`config.mk`:
```
export PLATFORM = sky130hd
export DESIGN_NAME = cache_fill_unit
export DESIGN_NICKNAME = d
export VERILOG_FILES = /design/src/rtl/cache_fill_pkg.sv /design/src/rtl/cache_fill_unit_fill_fifo.sv /design/src/rtl/cache_fill_unit.sv
export SDC_FILE = /design/constraint.sdc
export NUM_CORES = 1
export LEC_CHECK = 0
export ABC_CLOCK_PERIOD_IN_PS = 15250
export CAP_MARGIN = 15
export CORE_AREA = 2 2 432 434
export DETAILED_ROUTE_END_ITERATION = 7
export DIE_AREA = 0 0 434 436
export DONT_BUFFER_PORTS = 1
export GPL_ROUTABILITY_DRIVEN = 0
export PLACE_DENSITY = 0.37
export SYNTH_ARGS = -nofsm -noshare
export SYNTH_HDL_FRONTEND = slang
export SYNTH_SLANG_ARGS = --single-unit
```
`constraint.sdc`:
```
create_clock -name clk -period 15.25 [get_ports clk]
set_input_delay 3.05 -clock clk [delete_from_list [all_inputs] [get_ports clk]]
set_output_delay 3.05 -clock clk [all_outputs]
set_load 0.1 [all_outputs]
```
`src/rtl/cache_fill_pkg.sv`:
```
// rtl/cache_fill_pkg.sv - shared types and default widths for the cache fill unit
// Purpose: default geometry of the fill unit, the queued request/response
//          payload layouts and a log2 helper for id widths.
// Ports:   none (package).
package cache_fill_pkg;

  localparam int CF_MSHR_SIZE       = 16;
  localparam int CF_LINE_ADDR_WIDTH = 26;
  localparam int CF_LINE_SIZE       = 64;
  localparam int LINE_WIDTH         = CF_LINE_SIZE * 8;
  localparam int CF_MSHR_ADDR_WIDTH = (CF_MSHR_SIZE > 1) ? $clog2(CF_MSHR_SIZE) : 1;

  // Miss waiting to be issued to memory; the MSHR id doubles as the memory tag.
  typedef struct packed {
    logic [CF_LINE_ADDR_WIDTH-1:0] addr;
    logic [CF_MSHR_ADDR_WIDTH-1:0] id;
  } miss_req_t;

  // Memory response waiting to be handed to the bank as a fill.
  typedef struct packed {
    logic [CF_MSHR_ADDR_WIDTH-1:0] id;
    logic [LINE_WIDTH-1:0]         data;
  } fill_rsp_t;

  function automatic int log2up(input int n);
    return (n > 1) ? $clog2(n) : 1;
  endfunction

endpackage

```
`src/rtl/cache_fill_unit_fill_fifo.sv`:
```
// rtl/cache_fill_unit_fill_fifo.sv - registered synchronous FIFO used for both fill-unit queues
// Purpose: DEPTH-entry FIFO whose head is read straight from storage registers,
//          so pop_data carries no combinational path from push_data.
// Ports:   clk, reset (sync, active-high)
//          push, push_data  - write side; ignored while full
//          pop,  pop_data   - read side; pop ignored while empty, pop_data = head
//          full, empty      - derived from the registered occupancy count
module fill_fifo #(
  parameter int DATAW = 8,
  parameter int DEPTH = 2
) (
  input  logic             clk,
  input  logic             reset,
  input  logic             push,
  input  logic [DATAW-1:0] push_data,
  input  logic             pop,
  output logic [DATAW-1:0] pop_data,
  output logic             full,
  output logic             empty
);

  localparam int AW = $clog2(DEPTH);

  logic [DATAW-1:0] mem [DEPTH];
  logic [AW-1:0]    wr_ptr;
  logic [AW-1:0]    rd_ptr;
  logic [AW:0]      count;
  logic             do_push;
  logic             do_pop;

  assign full     = (count == (AW+1)'(DEPTH));
  assign empty    = (count == '0);
  assign do_push  = push && !full;
  assign do_pop   = pop && !empty;
  assign pop_data = mem[rd_ptr];

  // Storage is not reset; only pointers and count define validity.
  always_ff @(posedge clk) begin
    if (do_push) begin
      mem[wr_ptr] <= push_data;
    end
  end

  always_ff @(posedge clk) begin
    if (reset) begin
      wr_ptr <= '0;
      rd_ptr <= '0;
      count  <= '0;
    end else begin
      if (do_push) begin
        wr_ptr <= wr_ptr + AW'(1);
      end
      if (do_pop) begin
        rd_ptr <= rd_ptr + AW'(1);
      end
      case ({do_push, do_pop})
        2'b10:   count <= count + (AW+1)'(1);
        2'b01:   count <= count - (AW+1)'(1);
        default: count <= count;
      endcase
    end
  end

endmodule

```
`src/rtl/cache_fill_unit.sv`:
```
// rtl/cache_fill_unit.sv - turns MSHR misses into memory reads and memory responses into bank fills
// Purpose: queues tagged miss requests toward memory, queues out-of-order memory
//          responses toward the bank, and tracks which MSHR ids have a read in flight.
//          Width parameters are expected to match the cache_fill_pkg defaults,
//          which size the queued payload structs.
// Optional: CACHE_FILL_PERF_EN adds perf_fills and perf_mem_stalls counters.
// Ports:   clk, reset (sync, active-high)
//          miss_valid/miss_ready/miss_id/miss_addr              - misses from the bank
//          mem_req_valid/mem_req_ready/mem_req_addr/mem_req_tag - line reads to memory
//          mem_rsp_valid/mem_rsp_ready/mem_rsp_tag/mem_rsp_data - read data from memory
//          fill_valid/fill_ready/fill_id/fill_data              - fills to the bank
//          pending - per-id outstanding read flags; idle - nothing queued or pending
//          perf_fills, perf_mem_stalls (CACHE_FILL_PERF_EN only)
module cache_fill_unit
  import cache_fill_pkg::*;
#(
  parameter int MSHR_SIZE       = CF_MSHR_SIZE,
  parameter int LINE_ADDR_WIDTH = CF_LINE_ADDR_WIDTH,
  parameter int LINE_SIZE       = CF_LINE_SIZE,
  parameter int REQ_QUEUE_DEPTH = 4,
  parameter int RSP_QUEUE_DEPTH = 2,
  parameter int MSHR_ADDR_WIDTH = log2up(MSHR_SIZE)
) (
  input  logic                       clk,
  input  logic                       reset,
  input  logic                       miss_valid,
  input  logic [MSHR_ADDR_WIDTH-1:0] miss_id,
  input  logic [LINE_ADDR_WIDTH-1:0] miss_addr,
  output logic                       miss_ready,
  output logic                       mem_req_valid,
  output logic [LINE_ADDR_WIDTH-1:0] mem_req_addr,
  output logic [MSHR_ADDR_WIDTH-1:0] mem_req_tag,
  input  logic                       mem_req_ready,
  input  logic                       mem_rsp_valid,
  input  logic [MSHR_ADDR_WIDTH-1:0] mem_rsp_tag,
  input  logic [LINE_SIZE*8-1:0]     mem_rsp_data,
  output logic                       mem_rsp_ready,
  output logic                       fill_valid,
  output logic [MSHR_ADDR_WIDTH-1:0] fill_id,
  output logic [LINE_SIZE*8-1:0]     fill_data,
  input  logic                       fill_ready,
  output logic [MSHR_SIZE-1:0]       pending,
  output logic                       idle
`ifdef CACHE_FILL_PERF_EN
  ,
  output logic [31:0]                perf_fills,
  output logic [31:0]                perf_mem_stalls
`endif
);

  miss_req_t            req_push_data;
  miss_req_t            req_head;
  fill_rsp_t            rsp_push_data;
  fill_rsp_t            rsp_head;
  logic                 req_full;
  logic                 req_empty;
  logic                 rsp_full;
  logic                 rsp_empty;
  logic                 miss_fire;
  logic                 mem_req_fire;
  logic                 mem_rsp_fire;
  logic                 fill_fire;
  logic [MSHR_SIZE-1:0] set_mask;
  logic [MSHR_SIZE-1:0] clr_mask;

  // ---------------- request path ----------------
  assign miss_ready         = !req_full;
  assign miss_fire          = miss_valid && miss_ready;
  assign req_push_data.addr = miss_addr;
  assign req_push_data.id   = miss_id;

  fill_fifo #(
    .DATAW($bits(miss_req_t)),
    .DEPTH(REQ_QUEUE_DEPTH)
  ) u_req_fifo (
    .clk      (clk),
    .reset    (reset),
    .push     (miss_fire),
    .push_data(req_push_data),
    .pop      (mem_req_fire),
    .pop_data (req_head),
    .full     (req_full),
    .empty    (req_empty)
  );

  assign mem_req_valid = !req_empty;
  assign mem_req_addr  = req_head.addr;
  assign mem_req_tag   = req_head.id;
  assign mem_req_fire  = mem_req_valid && mem_req_ready;

  // ---------------- response path ----------------
  assign mem_rsp_ready      = !rsp_full;
  assign mem_rsp_fire       = mem_rsp_valid && mem_rsp_ready;
  assign rsp_push_data.id   = mem_rsp_tag;
  assign rsp_push_data.data = mem_rsp_data;

  fill_fifo #(
    .DATAW($bits(fill_rsp_t)),
    .DEPTH(RSP_QUEUE_DEPTH)
  ) u_rsp_fifo (
    .clk      (clk),
    .reset    (reset),
    .push     (mem_rsp_fire),
    .push_data(rsp_push_data),
    .pop      (fill_fire),
    .pop_data (rsp_head),
    .full     (rsp_full),
    .empty    (rsp_empty)
  );

  assign fill_valid = !rsp_empty;
  assign fill_id    = rsp_head.id;
  assign fill_data  = rsp_head.data;
  assign fill_fire  = fill_valid && fill_ready;

  // ---------------- outstanding-read tracking ----------------
  always_comb begin
    set_mask = '0;
    clr_mask = '0;
    if (miss_fire) begin
      set_mask[miss_id] = 1'b1;
    end
    if (fill_fire) begin
      clr_mask[fill_id] = 1'b1;
    end
  end

  // Set is applied after clear so a same-id re-allocation in the fill cycle survives.
  always_ff @(posedge clk) begin
    if (reset) begin
      pending <= '0;
    end else begin
      pending <= (pending & ~clr_mask) | set_mask;
    end
  end

  assign idle = req_empty && rsp_empty && (pending == '0);

  // Protocol errors from the bank or memory are flagged but do not stall the flow.
  always_ff @(posedge clk) begin
    if (!reset) begin
      if (miss_fire) begin
        assert (!pending[miss_id])
          else $error("cache_fill_unit: miss on id %0d already pending", miss_id);
      end
      if (mem_rsp_fire) begin
        assert (pending[mem_rsp_tag])
          else $error("cache_fill_unit: response tag %0d not pending", mem_rsp_tag);
      end
    end
  end

`ifdef CACHE_FILL_PERF_EN
  always_ff @(posedge clk) begin
    if (reset) begin
      perf_fills      <= '0;
      perf_mem_stalls <= '0;
    end else begin
      if (fill_fire) begin
        perf_fills <= perf_fills + 32'd1;
      end
      if (mem_req_valid && !mem_req_ready) begin
        perf_mem_stalls <= perf_mem_stalls + 32'd1;
      end
    end
  end
`endif

endmodule

```
# Word-level counts from Yosys, hierarchy flattened
# Memory sizes are Yosys's and may differ from the RTL's. A register that Yosys moved wholly into a read port is not among the register bits.
# Cells that the tools add are included.
dict set report classes {
  n_reduce_logical 21
  addsub 8
  n_bitwise 3
  magnitude_cmp 4
  mux 16
  eq_ne 6
}
# operator count
set op_table {}
lappend op_table {{$mux W16} 2}
lappend op_table {{$and A16 B16 Y16} 1}
lappend op_table {{$logic_not A16 Y1} 1}
lappend op_table {{$not A16 Y16} 1}
lappend op_table {{$or A16 B16 Y16} 1}
lappend op_table {{$logic_and A1 B1 Y1} 12}
lappend op_table {{$lt A4 B5 Y1 const B} 2}
lappend op_table {{$demux W1 S4} 2}
lappend op_table {{$ge A4 B1 Y1 const B} 2}
lappend op_table {{$mux W1} 8}
lappend op_table {{$add A2 B1 Y2 const B} 3}
lappend op_table {{$eq A2 B2 Y1 const B} 3}
lappend op_table {{$pmux W3 S2} 1}
lappend op_table {{$eq A2 B1 Y1 const B} 2}
lappend op_table {{$logic_not A1 Y1} 4}
lappend op_table {{$mux W2} 2}
lappend op_table {{$pmux W2 S2} 1}
lappend op_table {{$reduce_bool A2 Y1} 2}
lappend op_table {{$add A3 B1 Y3 const B} 1}
lappend op_table {{$eq A3 B3 Y1 const B} 1}
lappend op_table {{$logic_not A3 Y1} 1}
lappend op_table {{$sub A3 B1 Y3 const B} 1}
lappend op_table {{$add A1 B1 Y1 const B} 2}
lappend op_table {{$logic_not A2 Y1} 1}
lappend op_table {{$sub A2 B1 Y2 const B} 1}
dict set report word_totals {
  ramBits 1152
  input_bits 552
  elab_cells 67
  regBits 27
  mem_count 2
}
# memory words width rd rd_ports_with_merged_regs write_ports line_no
set mem_list {}
lappend mem_list {u_rsp_fifo.mem 2 516 1 1 1 cache_fill_unit_fill_fifo.sv:24} ;# logic [DATAW-1:0] mem [DEPTH];
lappend mem_list {u_req_fifo.mem 4 30 1 1 1 cache_fill_unit_fill_fifo.sv:24}

# Depth between registers and ports, before layout
# Gate-level depths: netlist of run 1.
dict set report logic_depth {
  depth_word 8
  ltp_mapped 10
}

# Modules after synthesis
# Synthesis of run 1 repeated with hierarchy kept, for this count alone.
dict set report hier_totals {
  cells_unflattened 1925
  area_unflattened_um2 43037.5
}
# module n_inst cells_each seq_area_each_um2 area_each_um2
set modules_own_cells {}
lappend modules_own_cells {{fill_fifo at u_rsp_fifo} 1 1631 31089.8 37475.9}
lappend modules_own_cells {{fill_fifo at u_req_fifo} 1 210 3783.6 4808.4}
lappend modules_own_cells {cache_fill_unit 1 84 320.3 753.2}

# Least setup slack after synthesis of run 1
# No wires, ideal clock.
dict set report synth_path {
  kind {input to register}
  from {in mem_rsp_valid}
  to {mem u_rsp_fifo.mem[1][0] in the netlist's numbering, enable pin}
  slack_ns -0.491
  setup_ns 0.951
  t_arrival_ns 14.790
  n_path_buf 0
  path_stages 1
  path_cell_list {and3_1}
}
dict set report synth_via {
  elab_chain_cells 4
}
# item line_no
set synth_lines {}
lappend synth_lines {{start: declaration} cache_fill_unit.sv:34} ;# input logic mem_rsp_valid,
lappend synth_lines {{$logic_and A1 B1 Y1} cache_fill_unit.sv:93} ;# assign mem_rsp_fire = mem_rsp_valid && mem_rsp_ready;
lappend synth_lines {{$logic_and A1 B1 Y1} cache_fill_unit_fill_fifo.sv:33} ;# assign do_push = push && !full;
lappend synth_lines {{$mux W1} cache_fill_unit_fill_fifo.sv:39} ;# if (do_push) begin
lappend synth_lines {{$mux W1 (not written as such)} cache_fill_unit_fill_fifo.sv:40} ;# mem[wr_ptr] <= push_data;
lappend synth_lines {{end: declaration} cache_fill_unit_fill_fifo.sv:24}
# No other way between the ends.

==> summary.md, run 1 <==
| Metric | Value |
|---|---|
| Outcome | complete, no violations |
| Synth Area in Adders | less than 1% |
| H-tree levels | 4 |
| Main combinational cell family by area after synthesis | multiplexers |
| Num CTS Buffers | 139 |
| Initial core utilization | a little under a quarter |
| Vias | between 15k and 20k |
| Post-Syn Area | approximately 43000 um^2 |
| CTS max path bufs | 3 |
| Final setup skew | about 0.031 ns |
| Commonest cells after routing, fill and taps aside | edfxtp_1, mux2_2, clkbuf_16, clkbuf_1, mux4_2 |
| CTS tree | built |
| RSZ-0062 raised after global routing | false |
| Setup Fix Bufs, Post-CTS | 0 |
| HP Class | flip-flop to flip-flop |
| Crit Path Class | flip-flop to output pin |
| Post-synth top area share | 79.6% |
| Post-cts sizing count | 0 |
| Die X | approximately 430 um |
| Num Clock Sinks | approximately 1.2k |
| Post-Syn Instances | 1958 |
| Yosys cell types | 42 |
| Clock root buffer | clkbuf_16 |
| Initial DRC count | approximately 1.7k |
| I/O pin total | roughly 1.1k |
| Input/output buffers | 0 |
| Design area | 50700 um^2 |
| Dominant cells by area after synthesis | edfxtp_1, mux2_2, mux4_2 |
| Post-DRT Antenna Nets | 0 |
| Area Growth Syn to Fin | 16.6% |
| Final hold viol count | 0 |
| Register Area | approximately 35000 um^2 |
| Hold_buf cts | 0 |
| Max_cap viols | 0 |
| DIE AREA | about 190000 um^2 |
| Placeable Area | ~180000 um^2 |
| Global-route wire length before repair | between 150 and 200 mm |
| Pin count of the biggest net entering global routing | 148 |
| Average size of a mapped cell | approximately 22 um^2 |
| WP data arrival | about 4.7 ns |
| Final wirelength | roughly 140 mm |
| Chip Height | 436 um |
| Synth Area in XOR/XNOR | less than 1% |
| DRC | 0 |
| Vias in the first global route | 19.9k |
| Yosys reg bits | between 1k and 1.5k |
| Clock-pin slew on the worst setup and hold paths | approximately 0.05 ns |
| Worst-Margin Slew | approximately 1.3 ns |
| Tcrit/Tclk final | between 50% and 60% |
| Register area share after synthesis | between 80% and 90% |
| Critical Path Start Type | flip-flop |
| Endpoints failing setup | 0 |
| Syn_nets | ~2.5k |
| Fmax | 0.130 GHz |
| CP Max Fanout | ~110 |
| Via density | 4.16 |
| Post-DP HPWL | between 90 and 100 mm |
| Multi-input logic area | between 7000 and 8000 um^2 |
| Mux cell area share after synthesis | about 15% |
| Crit path required time | roughly 12 ns |
| Fill count | between 15k and 20k |
| Initial antenna violation count | 52 |
| Worst relative slew slack | about an eighth |
| Site Rows | between 150 and 200 |
| GRT Util Overall | roughly 14% |
| WL per Instance | around 29 um |
| CP Capture Type | output pin |
| Grt ovf | 0 |
| Setup TNS | 0 ns |
| Layout cell share with drive strength beyond 1 | between 30% and 40% |
| Synth Area in Compound Gates | 0.668% |
| Max Slew Vio Count | 0 |
| Final #Nets | ~2.6k |
| Synth warn | 0 |
| DP Area | between 40000 and 50000 um^2 |
| Top cell type by total area after synthesis | edfxtp_1 |
| Number of optimization iterations in the first detailed-route pass | 5 |
| Simple-gate share of the synthesized area | 1.16% |
| Commonest non-fill, non-tap cell in the layout | edfxtp_1 |
| Clk_lat worst skew | between 0.7 and 0.8 ns |
| Final min period | slightly below 8 ns |
-- sequential cells by signal, indices dropped and copies added, names as in the netlist, named ones only --
name and cells:
u_rsp_fifo.wr_ptr 1, u_req_fifo.count 3, u_req_fifo.wr_ptr 2, u_rsp_fifo.count 2, pending 16, u_rsp_fifo.rd_ptr 1
u_req_fifo.mem 120, u_rsp_fifo.mem 1032, u_req_fifo.rd_ptr 2
-- metal layers --
metal	global-route usage, %	routed length, um
met1	14.7	45800
met2	23.8	69100
met3	6.41	16200
met4	5.18	3980
met5	0	175
-- metrics by stage --
stage	util [%]	hold WS (ns)	setup slack, ns	instances
2_1_floorplan	-	0.472	1.31	1958
3_3_place_gp	25.0	0.489	8.31	4392
3_5_place_dp	25.0	0.499	8.12	4392
4_1_cts	27.4	0.507	7.15	4643
5_1_grt	27.4	0.557	7.27	4650
6_report	27.4	0.510	7.55	4684
-- synthesized netlist by cell type, drive strengths merged --
cell / number
xnor2: 1
mux2i: 4
mux4: 30
edfxtp: 1152
a21bo: 1
and3: 6
or3b: 1
nand4: 4
o31ai: 17
mux2: 512
or2: 1
and3b: 3
fa: 1
nor2b: 16
nand3b: 1
a21oi: 6
nand2: 2
ha: 6
nand2b: 1
o311ai: 1
a21o: 2
nand3: 28
nor4bb: 1
nor2: 10
clkbuf: 19
xor2: 6
inv: 12
or4: 1
nor3b: 1
nor4: 3
o21ai: 19
or3: 3
nand4b: 3
dfxtp: 30
nor3: 2
buf: 52
-- cell type report --
type / instances / area share, %
inverters: 12 / 0.104
clock inverters: 77 / 1.49
flip-flops and latches: 1182 / 69.5
clock buffers: 174 / 7.21
repair buffers: 26 / 0.612
multi-input cells: 693 / 14.8
well taps: 2480 / 6.12
diodes: 40 / 0.198
-- cells by family after synthesis --
family / count (synthesis)
flip-flops: 1182
multiplexers: 546
AND/OR/NAND/NOR: 87
buffers and inverters: 83
AO/OA/AOI/OAI: 46
XOR/XNOR: 7
adder cells (fa/ha/maj): 7
-- worst paths after layout --
path	from	to	cells after the start	slack (ns)
hold / removal	u_rsp_fifo.rd_ptr	flip-flop	2	0.51
setup / recovery	flip-flop	fill_data[163]	5	7.55
setup reg to reg	u_rsp_fifo.count[0]	u_rsp_fifo.mem[0][284]	6	10.96
hold reg to reg	u_rsp_fifo.rd_ptr	flip-flop	2	0.51
-- worst max-delay path, cell delays in order (launching register included) --
cell,delay [ns]
dfxtp_4,0.62
buf_4,0.83
buf_12,0.55
buf_4,0.53
buf_16,0.33
mux2_2,0.61
Power of run 1 is not shown: default switching activity piles up to over one toggle a cycle in this logic, so the estimate is an artifact.
==> run 2: changes to the inputs <==
- ABC_CLOCK_PERIOD_IN_PS: 15250 -> 6500
- clock period: 15.25 -> 6.5 ns (I/O delays scaled with it)
==> run 2 against run 1 <==
Compared with the run above: sequential share of layout area grew 0.12 points; global-route usage grew 0.14 points; final area shrank 0.17%; core utilization is essentially flat; clock skew shrank 0.0065 ns; flip-flop and latch count is the same; die area is the same; critical path depth shrank 3; final cell count shrank 0.41%; via count shrank 0.48%; setup slack lost 5.6 ns; largest cell class unchanged.
==> summary.md, run 2 (synthesis results as in run 1) <==
| Metric | Value |
|---|---|
| Global-route wire length before repair | 180 mm (was 177 mm) |
| CP max-delay cell | dfxtp_4 (was buf_4) |
| Grt ovf | 0 (unchanged) |
| Outcome | complete, no violations (unchanged) |
| Num CTS Buffers | 137 (was 139) |
| Final setup skew | 0.0245 ns (was 0.0310 ns) |
| Final #Nets | 2616 (was 2613) |
| HP Class | flip-flop to flip-flop (unchanged) |
| Site Rows | 158 (unchanged) |
| Hold slack | 0.506 ns (was 0.510 ns) |
| Initial antenna violation count | 42 (was 52) |
| Worst relative slew slack | 1.59% (was 13.3%) |
| Initial core utilization | 23.5% (unchanged) |
| Crit-path cells | buf_12, mux2_2 (was buf_4, buf_12, buf_4, buf_16, mux2_2) |
| Vias | 19.4k (was 19.5k) |
| CP delay by family, top | flip-flops (was buffers and inverters) |
| Clock-pin slew on the worst setup and hold paths | 0.06 ns (was 0.05 ns) |
| Final min period | approximately 4.6 ns |
| Placeable Area | 185000 um^2 (unchanged) |
| Tcrit/Tclk final | ~71% |
| Area Growth Syn to Fin | 16.4% (was 16.6%) |
| Crit Path Class | flip-flop to output pin (unchanged) |
| Post-cts sizing count | 0 (unchanged) |
| Initial DRC count | 1357 (was 1689) |
| Final wirelength | 137 mm (was 135 mm) |
| Max Slew Vio Count | 0 (unchanged) |
| Top flop regs | u_rsp_fifo.mem x1032, u_req_fifo.mem x120, pending x16 (unchanged) |
| Post-layout util | 27.4% (about the same) |
| I/O pin total | 1119 (unchanged) |
| RSZ-0062 raised after global routing | false (unchanged) |
| Clock root buffer | clkbuf_16 (unchanged) |
| Endpoints failing setup | 0 (unchanged) |
| CTS max path bufs | 3 (unchanged) |
| Max_cap viols | 0 (unchanged) |
| CP Max Fanout | 134 (was 109) |
| Commonest cells after routing, fill and taps aside | edfxtp_1, mux2_2, clkbuf_16, mux4_2, clkinv_1 (was edfxtp_1, mux2_2, clkbuf_16, clkbuf_1, mux4_2) |
| Fmax | around 0.22 GHz |
| Chip Height | 436 um (unchanged) |
| Hold_buf cts | 0 (unchanged) |
| Post-DRT Antenna Nets | 0 (unchanged) |
| Die X | 434 um (unchanged) |
| Critical Path Start Type | flip-flop (unchanged) |
| Most flop-heavy register | u_rsp_fifo.mem (unchanged) |
| Setup Fix Bufs, Post-CTS | 0 (unchanged) |
| Final hold viol count | 0 (unchanged) |
| CTS tree | built (unchanged) |
| Post-DP HPWL | 100 mm (was 97.9 mm) |
| WP data arrival | 3.28 ns (was 4.65 ns) |
| Final Non-Filler Cells | 4665 (was 4684) |
| WL per Instance | 29.3 um (was 28.9 um) |
| Slowest Stage Delay on Critical Path | 0.90 ns (was 0.83 ns) |
| Max FFs per register | 1032 (unchanged) |
| Worst-Margin Slew | 1.48 ns (was 1.30 ns) |
| Commonest non-fill, non-tap cell in the layout | edfxtp_1 (unchanged) |
| Number of optimization iterations in the first detailed-route pass | 5 (unchanged) |
| Clk_lat worst skew | 0.77 ns (was 0.78 ns) |
| Crit path required time | 5.20 ns (was 12.20 ns) |
| Layout cell share with drive strength beyond 1 | 36.3% (was 36.0%) |
| DRC | 0 (unchanged) |
| CP Capture Type | output pin (unchanged) |
| CP bufs+invs | 1 (was 4) |
| H-tree levels | 4 (unchanged) |
| Num Clock Sinks | 1182 (unchanged) |
| DIE AREA | 189000 um^2 (unchanged) |
| GRT Util Overall | 14.0% (was 13.9%) |
| Vias in the first global route | 20.3k (was 19.9k) |
| Dpl cells | 4397 (was 4392) |
| Via density | 4.16 (about the same) |
| Input/output buffers | 0 (unchanged) |
| Pin count of the biggest net entering global routing | 155 (was 148) |
run 2: cell types whose count changed in the layout (fill, tap and decap cells not counted), moves of 3 or more:
cell      previous run  this run
clkinv_8             2         7
buf_4               18        21
diode_2             40        23
clkbuf_1            33        21
clkinv_1            25        29
inv_6                9         4
clkinv_2            20        26
run 2: through the flow:
| step | cell area (um^2) | setup TNS [ns] | setup WS [ns] |
|---|---|---|---|
| finish | 50600 | 0 | 1.92 |
| global route | 50500 | 0 | 1.64 |
| CTS | 50500 | 0 | 1.69 |
| detailed placement | 46200 | 0 | 1.98 |
| global placement | 46200 | 0 | 2.06 |
| floorplan | 43400 | -2347.81 | -3.10 |
run 2: final cells by class:
class / instances / area, um^2
antenna: 23 / 57.6
clock buffer: 161 / 3570
clock inverter: 83 / 733
fill: 18400 / 134000
inverter: 12 / 48.8
multi-input combinational: 693 / 7490
sequential: 1182 / 35200
tap: 2480 / 3100
timing repair buffer: 31 / 373
run 2: worst paths after layout:
| kind | end | cells after the start | startpoint | slack [ns] |
|---|---|---|---|---|
| min reg2reg | u_rsp_fifo.rd_ptr | 2 | u_rsp_fifo.rd_ptr | 0.51 |
| min | u_rsp_fifo.rd_ptr | 2 | u_rsp_fifo.rd_ptr | 0.51 |
| max | fill_data[377] | 2 | flip-flop | 1.92 |
| max reg2reg | u_rsp_fifo.mem[0][480] | 7 | u_rsp_fifo.count[0] | 2.45 |
run 2: worst register-to-register path, cell delays in order (launching register included):
cell and delay (ns):
dfxtp_1 0.43, nand2b_2 0.59, nand3b_1 0.29, clkinvlp_4 0.26
buf_4 0.34, buf_4 0.39, buf_16 0.37, buf_4 0.86
run 2: layer usage:
| layer | vias to the layer above | global-route usage (%) | routed length [um] |
|---|---|---|---|
| met2 | 844 | 25.4 | 73400 |
| met5 | - | 0 | 120 |
| met1 | 10200 | 13.9 | 44600 |
| met4 | 16 | 4.33 | 3310 |
| met3 | 200 | 6.82 | 15300 |
| li1 | 8101 | - | - |
Power of run 2 is left out for the same reason.
